**src/rtl/spi_pkg.sv**
```systemverilog
// Shared types and constants for the SPI command controller.
package spi_pkg;

    typedef enum logic [2:0] {
        IDLE,
        CMD,
        WRITE,
        READ,
        ERROR
    } state_t;

    localparam int unsigned REG_COUNT    = 16;
    localparam logic [3:0]  STATUS_ADDR  = 4'hF;
    localparam int unsigned CMD_READ_BIT = 7;
    localparam logic [7:0]  RSVD_MASK    = 8'h70;

endpackage

```
**src/rtl/spi_regfile.sv**
```systemverilog
// 15 x 8 writable register file; address 15 is not stored (status lives there).
module spi_regfile
    import spi_pkg::*;
(
    input  logic       clk,
    input  logic       rst,
    input  logic       we,
    input  logic [3:0] waddr,
    input  logic [7:0] wdata,
    input  logic [3:0] raddr,
    output logic [7:0] rdata,
    output logic [7:0] reg0
);

    logic [7:0] regs [REG_COUNT-1];

    always_ff @(posedge clk or posedge rst) begin
        if (rst) begin
            for (int unsigned i = 0; i < REG_COUNT - 1; i++) begin
                regs[i] <= '0;
            end
        end else if (we && (waddr != STATUS_ADDR)) begin
            regs[waddr] <= wdata;
        end
    end

    always_comb begin
        rdata = '0;
        if (raddr != STATUS_ADDR) begin
            rdata = regs[raddr];
        end
    end

    assign reg0 = regs[0];

endmodule

```
**src/rtl/spi_cmd_ctrl.sv**
```systemverilog
// SPI command decoder: first byte of a frame selects read/write and start
// address; subsequent bytes stream through an auto-incrementing pointer.
module spi_cmd_ctrl
    import spi_pkg::*;
(
    input  logic       clk,
    input  logic       rst,
    input  logic       frame_active,
    input  logic       rx_valid,
    input  logic [7:0] rx_byte,
    input  logic       tx_ready,
    output logic [7:0] tx_byte,
    input  logic [6:0] ro_status,
    output logic [7:0] ctrl_out,
    output logic       err_led,
    output logic       busy
);

    state_t     state, state_nxt;
    logic [3:0] addr_ptr, addr_nxt;
    logic [7:0] tx_nxt;
    logic       load_pend, load_nxt;
    logic       err_nxt;
    logic       we;
    logic [7:0] rdata;
    logic [7:0] rd_val;

    spi_regfile u_regfile (
        .clk   (clk),
        .rst   (rst),
        .we    (we),
        .waddr (addr_ptr),
        .wdata (rx_byte),
        .raddr (addr_ptr),
        .rdata (rdata),
        .reg0  (ctrl_out)
    );

    assign rd_val = (addr_ptr == STATUS_ADDR) ? {err_led, ro_status} : rdata;
    assign busy   = (state != IDLE);

    always_ff @(posedge clk or posedge rst) begin
        if (rst) begin
            state     <= IDLE;
            addr_ptr  <= '0;
            tx_byte   <= '0;
            load_pend <= 1'b0;
            err_led   <= 1'b0;
        end else begin
            state     <= state_nxt;
            addr_ptr  <= addr_nxt;
            tx_byte   <= tx_nxt;
            load_pend <= load_nxt;
            err_led   <= err_nxt;
        end
    end

    // load_pend delays the tx_byte fetch one cycle behind each pointer update
    always_comb begin
        state_nxt = state;
        addr_nxt  = addr_ptr;
        tx_nxt    = tx_byte;
        load_nxt  = 1'b0;
        err_nxt   = err_led;
        we        = 1'b0;
        case (state)
            IDLE: begin
                tx_nxt = '0;
                if (frame_active) state_nxt = CMD;
            end
            CMD: begin
                tx_nxt = '0;
                if (!frame_active) begin
                    state_nxt = IDLE;
                end else if (rx_valid) begin
                    if ((rx_byte & RSVD_MASK) != '0) begin
                        state_nxt = ERROR;
                        err_nxt   = 1'b1;
                        tx_nxt    = 8'hFF;
                    end else begin
                        addr_nxt = rx_byte[3:0];
                        if (rx_byte[CMD_READ_BIT]) begin
                            state_nxt = READ;
                            load_nxt  = 1'b1;
                        end else begin
                            state_nxt = WRITE;
                        end
                    end
                end
            end
            WRITE: begin
                tx_nxt = '0;
                if (!frame_active) begin
                    state_nxt = IDLE;
                end else if (rx_valid) begin
                    we       = 1'b1;
                    addr_nxt = addr_ptr + 4'd1;
                end
            end
            READ: begin
                if (!frame_active) begin
                    state_nxt = IDLE;
                    tx_nxt    = '0;
                end else begin
                    if (load_pend) tx_nxt = rd_val;
                    if (tx_ready) begin
                        addr_nxt = addr_ptr + 4'd1;
                        load_nxt = 1'b1;
                    end
                end
            end
            ERROR: begin
                tx_nxt = 8'hFF;
                if (!frame_active) begin
                    state_nxt = IDLE;
                    tx_nxt    = '0;
                end
            end
            default: begin
                state_nxt = IDLE;
                tx_nxt    = '0;
            end
        endcase
    end

endmodule

```
**config.mk**
```make
export PLATFORM = sky130hd
export DESIGN_NAME = spi_cmd_ctrl
export DESIGN_NICKNAME = d
export VERILOG_FILES = /design/src/rtl/spi_pkg.sv /design/src/rtl/spi_regfile.sv /design/src/rtl/spi_cmd_ctrl.sv
export SDC_FILE = /design/constraint.sdc
export NUM_CORES = 1
export LEC_CHECK = 0
export ABC_AREA = 1
export CAP_MARGIN = 20
export CORE_MARGIN = 10
export CORE_UTILIZATION = 55
export CTS_CLUSTER_SIZE = 30
export DETAILED_ROUTE_END_ITERATION = 8
export PLACE_DENSITY = 0.74
export SYNTH_ARGS = -nofsm -noshare
export SYNTH_HDL_FRONTEND = slang
export SYNTH_SLANG_ARGS = --single-unit
export TNS_END_PERCENT = 30
```
**constraint.sdc**
```tcl
create_clock -name clk -period 7.5 [get_ports clk]
set_input_delay 1.5 -clock clk [delete_from_list [all_inputs] [get_ports clk]]
set_output_delay 1.5 -clock clk [all_outputs]
set_load 0.05 [all_outputs]
```
== Yosys cells after proc, flatten, opt, wreduce, memory -nomap -nowiden ==
Cells that the tools add are included.

* Muxes and demuxes: 40
* Bitwise logic cells: 1
* Equality and inequality tests: 17
* Reduce and logical (&&, ||, !) cells: 10
* Add/sub/neg operators: 1
* $lt $le $gt $ge: 2

{| class="wikitable"
|+ Operator list
! operator !! number
|-
| bitwise mux 120 bit || 1
|-
| two-way mux 8 bit || 11
|-
| binary-select mux 8 bit (select 4 bit) || 1
|-
| demux 8 bit (select 4 bit) || 1
|-
| two-way mux 4 bit || 7
|-
| one-hot mux 8 bit (3 select lines) || 1
|-
| != test 2 bit (second input constant) || 9
|-
| two-way mux 3 bit || 5
|-
| one-hot mux 4 bit (3 select lines) || 1
|-
| two-way mux 1 bit || 10
|-
| one-hot mux 3 bit (3 select lines) || 1
|-
| AND reduction 8 bit || 1
|-
| nonzero test 8 bit || 1
|-
| == test 3 x 2 -> 1 bit (second input constant) || 2
|-
| != test 3 bit (second input constant) || 2
|-
| nonzero test 3 bit || 2
|-
| greater-or-equal comparator 5 bit (second input constant) || 1
|-
| less-than comparator 5 x 1 -> 1 bit (second input constant) || 1
|-
| NOT 4 -> 5 bit || 1
|-
| adder 4 x 1 -> 4 bit (second input constant) || 1
|-
| == test 4 bit (second input constant) || 1
|-
| != test 4 bit (second input constant) || 1
|-
| AND reduction 4 bit || 1
|-
| == test 3 x 1 -> 1 bit (second input constant) || 1
|-
| other kinds (6) || 7
|}

* Word-level logic and storage cells: 91
* Register bits after elaboration: 137

== Logic depth before layout (Yosys ltp) ==
* Depth in word-level cells: 9
* Mapped depth: 14

== Modules after synthesis ==
A second synthesis with hierarchy kept.

* Cell total of the unflattened synthesis: 979
* Area total of the unflattened synthesis: 7,081.8 µm²

{| class="wikitable"
|+ Modules (own cells, without submodules)
! module !! sequential area each (µm²) !! instances !! area an instance (µm²) !! cells an instance
|-
| spi_regfile || 3,002.9 || 1 || 5,853.1 || 793
|-
| spi_cmd_ctrl || 425.4 || 1 || 1,228.7 || 186
|}

== Worst setup path before layout ==
Ideal clock, no wire load.

* Path kind: input to register
* Start point: in frame_active
* End point: reg u_regfile.regs[72] in the netlist's numbering
* Stages on the path: 9
* Path slack: 4,654 ps
* Required time: 7,377 ps
* Data arrival time: 2,724 ps
* Cell sequence: clkbuf_2 inv_2 nor4_4 inv_4 nor2_8 nand2_4 buf_6 nand2_1 o21ai_2

* Longest elaborated chain between the ends: 3

{| class="wikitable"
|+ RTL lines
! item !! RTL line !! RTL
|-
| from (decl) || spi_cmd_ctrl.sv:8 || <nowiki>input logic frame_active,</nowiki>
|-
| two-way mux 1 bit || spi_cmd_ctrl.sv:93 || <nowiki>if (!frame_active) begin</nowiki>
|-
| two-way mux 1 bit || spi_cmd_ctrl.sv:66 || <nowiki>case (state)</nowiki>
|-
| logical AND 1 bit || spi_regfile.sv:22 || <nowiki>end else if (we && (waddr != STATUS_ADDR)) begin</nowiki>
|-
| to (signal, indexed assignment) || spi_regfile.sv:23 || <nowiki>regs[waddr] <= wdata;</nowiki>
|-
| to (decl) || spi_regfile.sv:15 || <nowiki>logic [7:0] regs [REG_COUNT-1];</nowiki>
|}

Every way passes these cells.
A chain may end at the register's enable or synchronous reset.

== Worst setup path after layout ==
* Start point: reg state[2]
* End point: out busy

* Longest elaborated chain between the ends: 1

{| class="wikitable"
|+ RTL lines
! item !! RTL line !! RTL
|-
| from (decl) || spi_cmd_ctrl.sv:19 || <nowiki>state_t state, state_nxt;</nowiki>
|-
| from (signal assigned) || spi_cmd_ctrl.sv:50 || <nowiki>state <= state_nxt;</nowiki>
|-
| nonzero test 3 bit || spi_cmd_ctrl.sv:40 || <nowiki>assign busy = (state != IDLE);</nowiki>
|-
| to (decl) || spi_cmd_ctrl.sv:16 || <nowiki>output logic busy</nowiki>
|}

Every way passes these cells.

==> impl_metrics.ini <==
[clock_tree]
postCtsSetupRepairBufs = 0
cts_tree = yes
cts_buffers = 17
post_cts_resize_count = 0
clock-sinks = 137
cts_max_level = 4
clkSlewWorstSetupHoldPaths_ns = 0.06
clockRootBuffer = clkbuf_16
cts_buffer_depth = 2
cts_hold_buf = 0
clk_latency_ns = 0.43

[final_layout]
syn_to_final_growth_pct = 12.5
final_layout_size_suffix_gt1_share_pct = 9.85
final_common_cell = nand2_1
final_cell_mix = nand2_1 (348), dfrtp_1 (136), o21ai_1 (68), inv_1 (66), o21ai_0 (51)
design_area_sq_um = 7940
antennaDiodeCount = 0
nFillCells = 1096
final_nets = 935

[global_route]
grt_usage_pct = 20.9
grt-ovfl-total = 0
grt_start_max_net_pins = 74
grt_pass1_wl_um = 29700
first_global_vias = 5673
antenna_found_initial = 0

[sta]
rsz0062_at_grt = no
fin_crit_ns = 3.45
drv_slew = 0
slew-limit-headroom_pct = 25.7
fmax_mhz = 290
hold_viol_final = 0
finClkSkew_ns = 0.0164
finalSetupViolCount = 0
worst_slack_ns = 4.05
setup-tns-final_ns = 0
period_share_pct = 46.0
tightest_slew_ns = 1.11

[place]
hpwlAfterDp_um = 11300
gp_congestion = 0.947
io_buffer_count = 37
dpl_worst_slack_ns = 3.85
placed_area_sq_um = 7340

[synth]
synth_nets = 929
syn_area_sq_um = 7060
synth_top_area_share_pct = 48.6
synthTopCellsByArea = dfrtp_1 (49%), nand2_1 (19%), o21ai_1 (4.8%)
synth_cell_types = 31
ys_seq_area_share_pct = 48.6
yosysWarningCount = 0
synth_area_leader_cell = dfrtp_1
synth_edf_count = 0
synthCells = 905
synth_area_per_cell_sq_um = 7.80
synthArstFlopShare_pct = 100
synth_ff_type = dfrtp_1
ys_seq_elements = 137

[critical_path]
r2r-start = addr_ptr[0]
worstPathArrival_ns = 1.95
crit_fanout = 5
cp_slowest_cell = clkdlybuf4s50_1
endpoint = busy
ff2ff_path_depth = 7
required_ns = 6.00
r2r_end = u_regfile.regs[59]
max_stage_delay_ns = 0.70
crit_family = buffers and inverters
r2r_slack_ns = 4.34
crit_path_cell_trace = nor2_1 > inv_1 > nor2_1 > inv_1 > clkdlybuf4s50_1
crit_cells = 5
worstSetupPathType = flip-flop to output pin
path_buf_inv = 3
cp-start-kind = flip-flop
startpoint = state[2]
endpoint_kind = output pin

[power]
pwr-share-seq_pct = 33.8
power_switching_mw = 0.929
power_frac_comb_pct = 31.8
cellPowerDensity_nw_per_um2 = 311
p_int_mw = 1.54
swShare_pct = 37.6
peakVddDrop_uv = 206
clockPowerShare_pct = 34.4
p_leak_nw = 3.96

[floorplanning]
num_io_pins = 38
num_rows = 41
die_h_um = 133
die_w_um = 133
core_area_sq_um = 12600
start_util_pct = 56.1
die_area_sq_um = 17800

[flow_run]
max_cap_viol_count = 0

[run_status]
status = completed

[route]
drt-vias-per-instance = 5.39
drt-total-wl_um = 17900
vias = 5910
firstDrtPassIters = 5
wl_per_cell_um = 16.3
ant_nets = 0
drt_iter0_markers = 711
drc_errors = 0

[min_path]
hp-class = flip-flop to flip-flop
==> registers in the layout, indices dropped and copies added (netlist names) <==
name and flops:
state 3, u_regfile.reg0 8, u_regfile.regs 112, tx_byte 8
load_pend 1, addr_ptr 4, err_led 1
==> metrics by stage <==
stage	std cells	utilization, %	hold WS, ns	total power [mW]
CTS	1096	63.2	0.478	2.46
global placement	1064	58.4	0.460	1.61
finish	1096	63.2	0.478	2.47
detailed placement	1064	58.4	0.464	1.62
floorplan	905	-	0.448	1.40
global route	1096	63.2	0.498	2.60
==> area by class of cell <==
type | count | area, sq um | area share [%]
flip-flops and latches | 137 | 3430 | 43.2
multi-input cells | 641 | 3010 | 37.9
clock buffers | 25 | 515 | 6.49
repair buffers | 42 | 408 | 5.14
inverters | 72 | 278 | 3.50
well taps | 172 | 215 | 2.71
clock inverters | 7 | 87.6 | 1.10
==> worst min-delay path by stage <==
stage | startpoint | end | slack (ns) | cells after the start
2_1_floorplan | u_regfile.regs[56] | u_regfile.regs[56] | 0.45 | 2
3_3_place_gp | u_regfile.regs[76] | u_regfile.regs[76] | 0.46 | 2
3_5_place_dp | u_regfile.regs[76] | u_regfile.regs[76] | 0.46 | 2
4_1_cts | u_regfile.regs[76] | u_regfile.regs[76] | 0.48 | 2
5_1_grt | u_regfile.regs[78] | u_regfile.regs[78] | 0.50 | 2
6_report | u_regfile.regs[76] | u_regfile.regs[76] | 0.48 | 2
==> worst reg2reg max path, stage by stage, from the launching register on <==
cell     delay [ns]
dfrtp_2        0.39
buf_4          0.34
ha_1           0.43
inv_1          0.42
nor2_4         0.13
nor4_4         0.46
nand3_1        0.52
o21ai_0        0.36
==> power groups by stage <==
stage / Clock (mW) / Combinational, mW / Sequential [mW]
6_report: 0.849 / 0.786 / 0.834
5_1_grt: 0.889 / 0.871 / 0.841
4_1_cts: 0.853 / 0.777 / 0.834
3_5_place_dp: 0 / 0.771 / 0.845
3_3_place_gp: 0 / 0.770 / 0.843
2_1_floorplan: 0 / 0.531 / 0.871
==> cells by family (layout without fill, tap and decap cells) <==
kind of cell	Yosys count	in the layout	share of synthesized area, %
xor gates and xnor gates	1	1	0.124
and+or+nand+nor	477	477	28.9
buffers and inverters	127	146	8.80
DFF	137	137	48.6
adders and majority gates	4	4	0.709
AOI/OAI and AO/OA	159	159	12.9
==> synthesized netlist by cell type, types with 9 or more instances <==
cell	instances
nor2_1	49
nand3_1	44
nand2_4	10
dfrtp_1	137
clkbuf_1	18
o21ai_0	51
inv_1	67
a21oi_1	9
nor3_1	11
buf_4	9
nand2_1	348
buf_6	13
o21ai_1	68
o21ai_2	28
==> layer usage <==
metal  GRT usage [%]  vias up  part of all wire, %
met2            31.9      216                   44
li1                -     2872                    -
met1            27.7     2787                   46
met4            7.68        0                  2.4
met5               0        -                    0
met3            5.86       35                  7.4
Power figures use the tool's default switching activity.
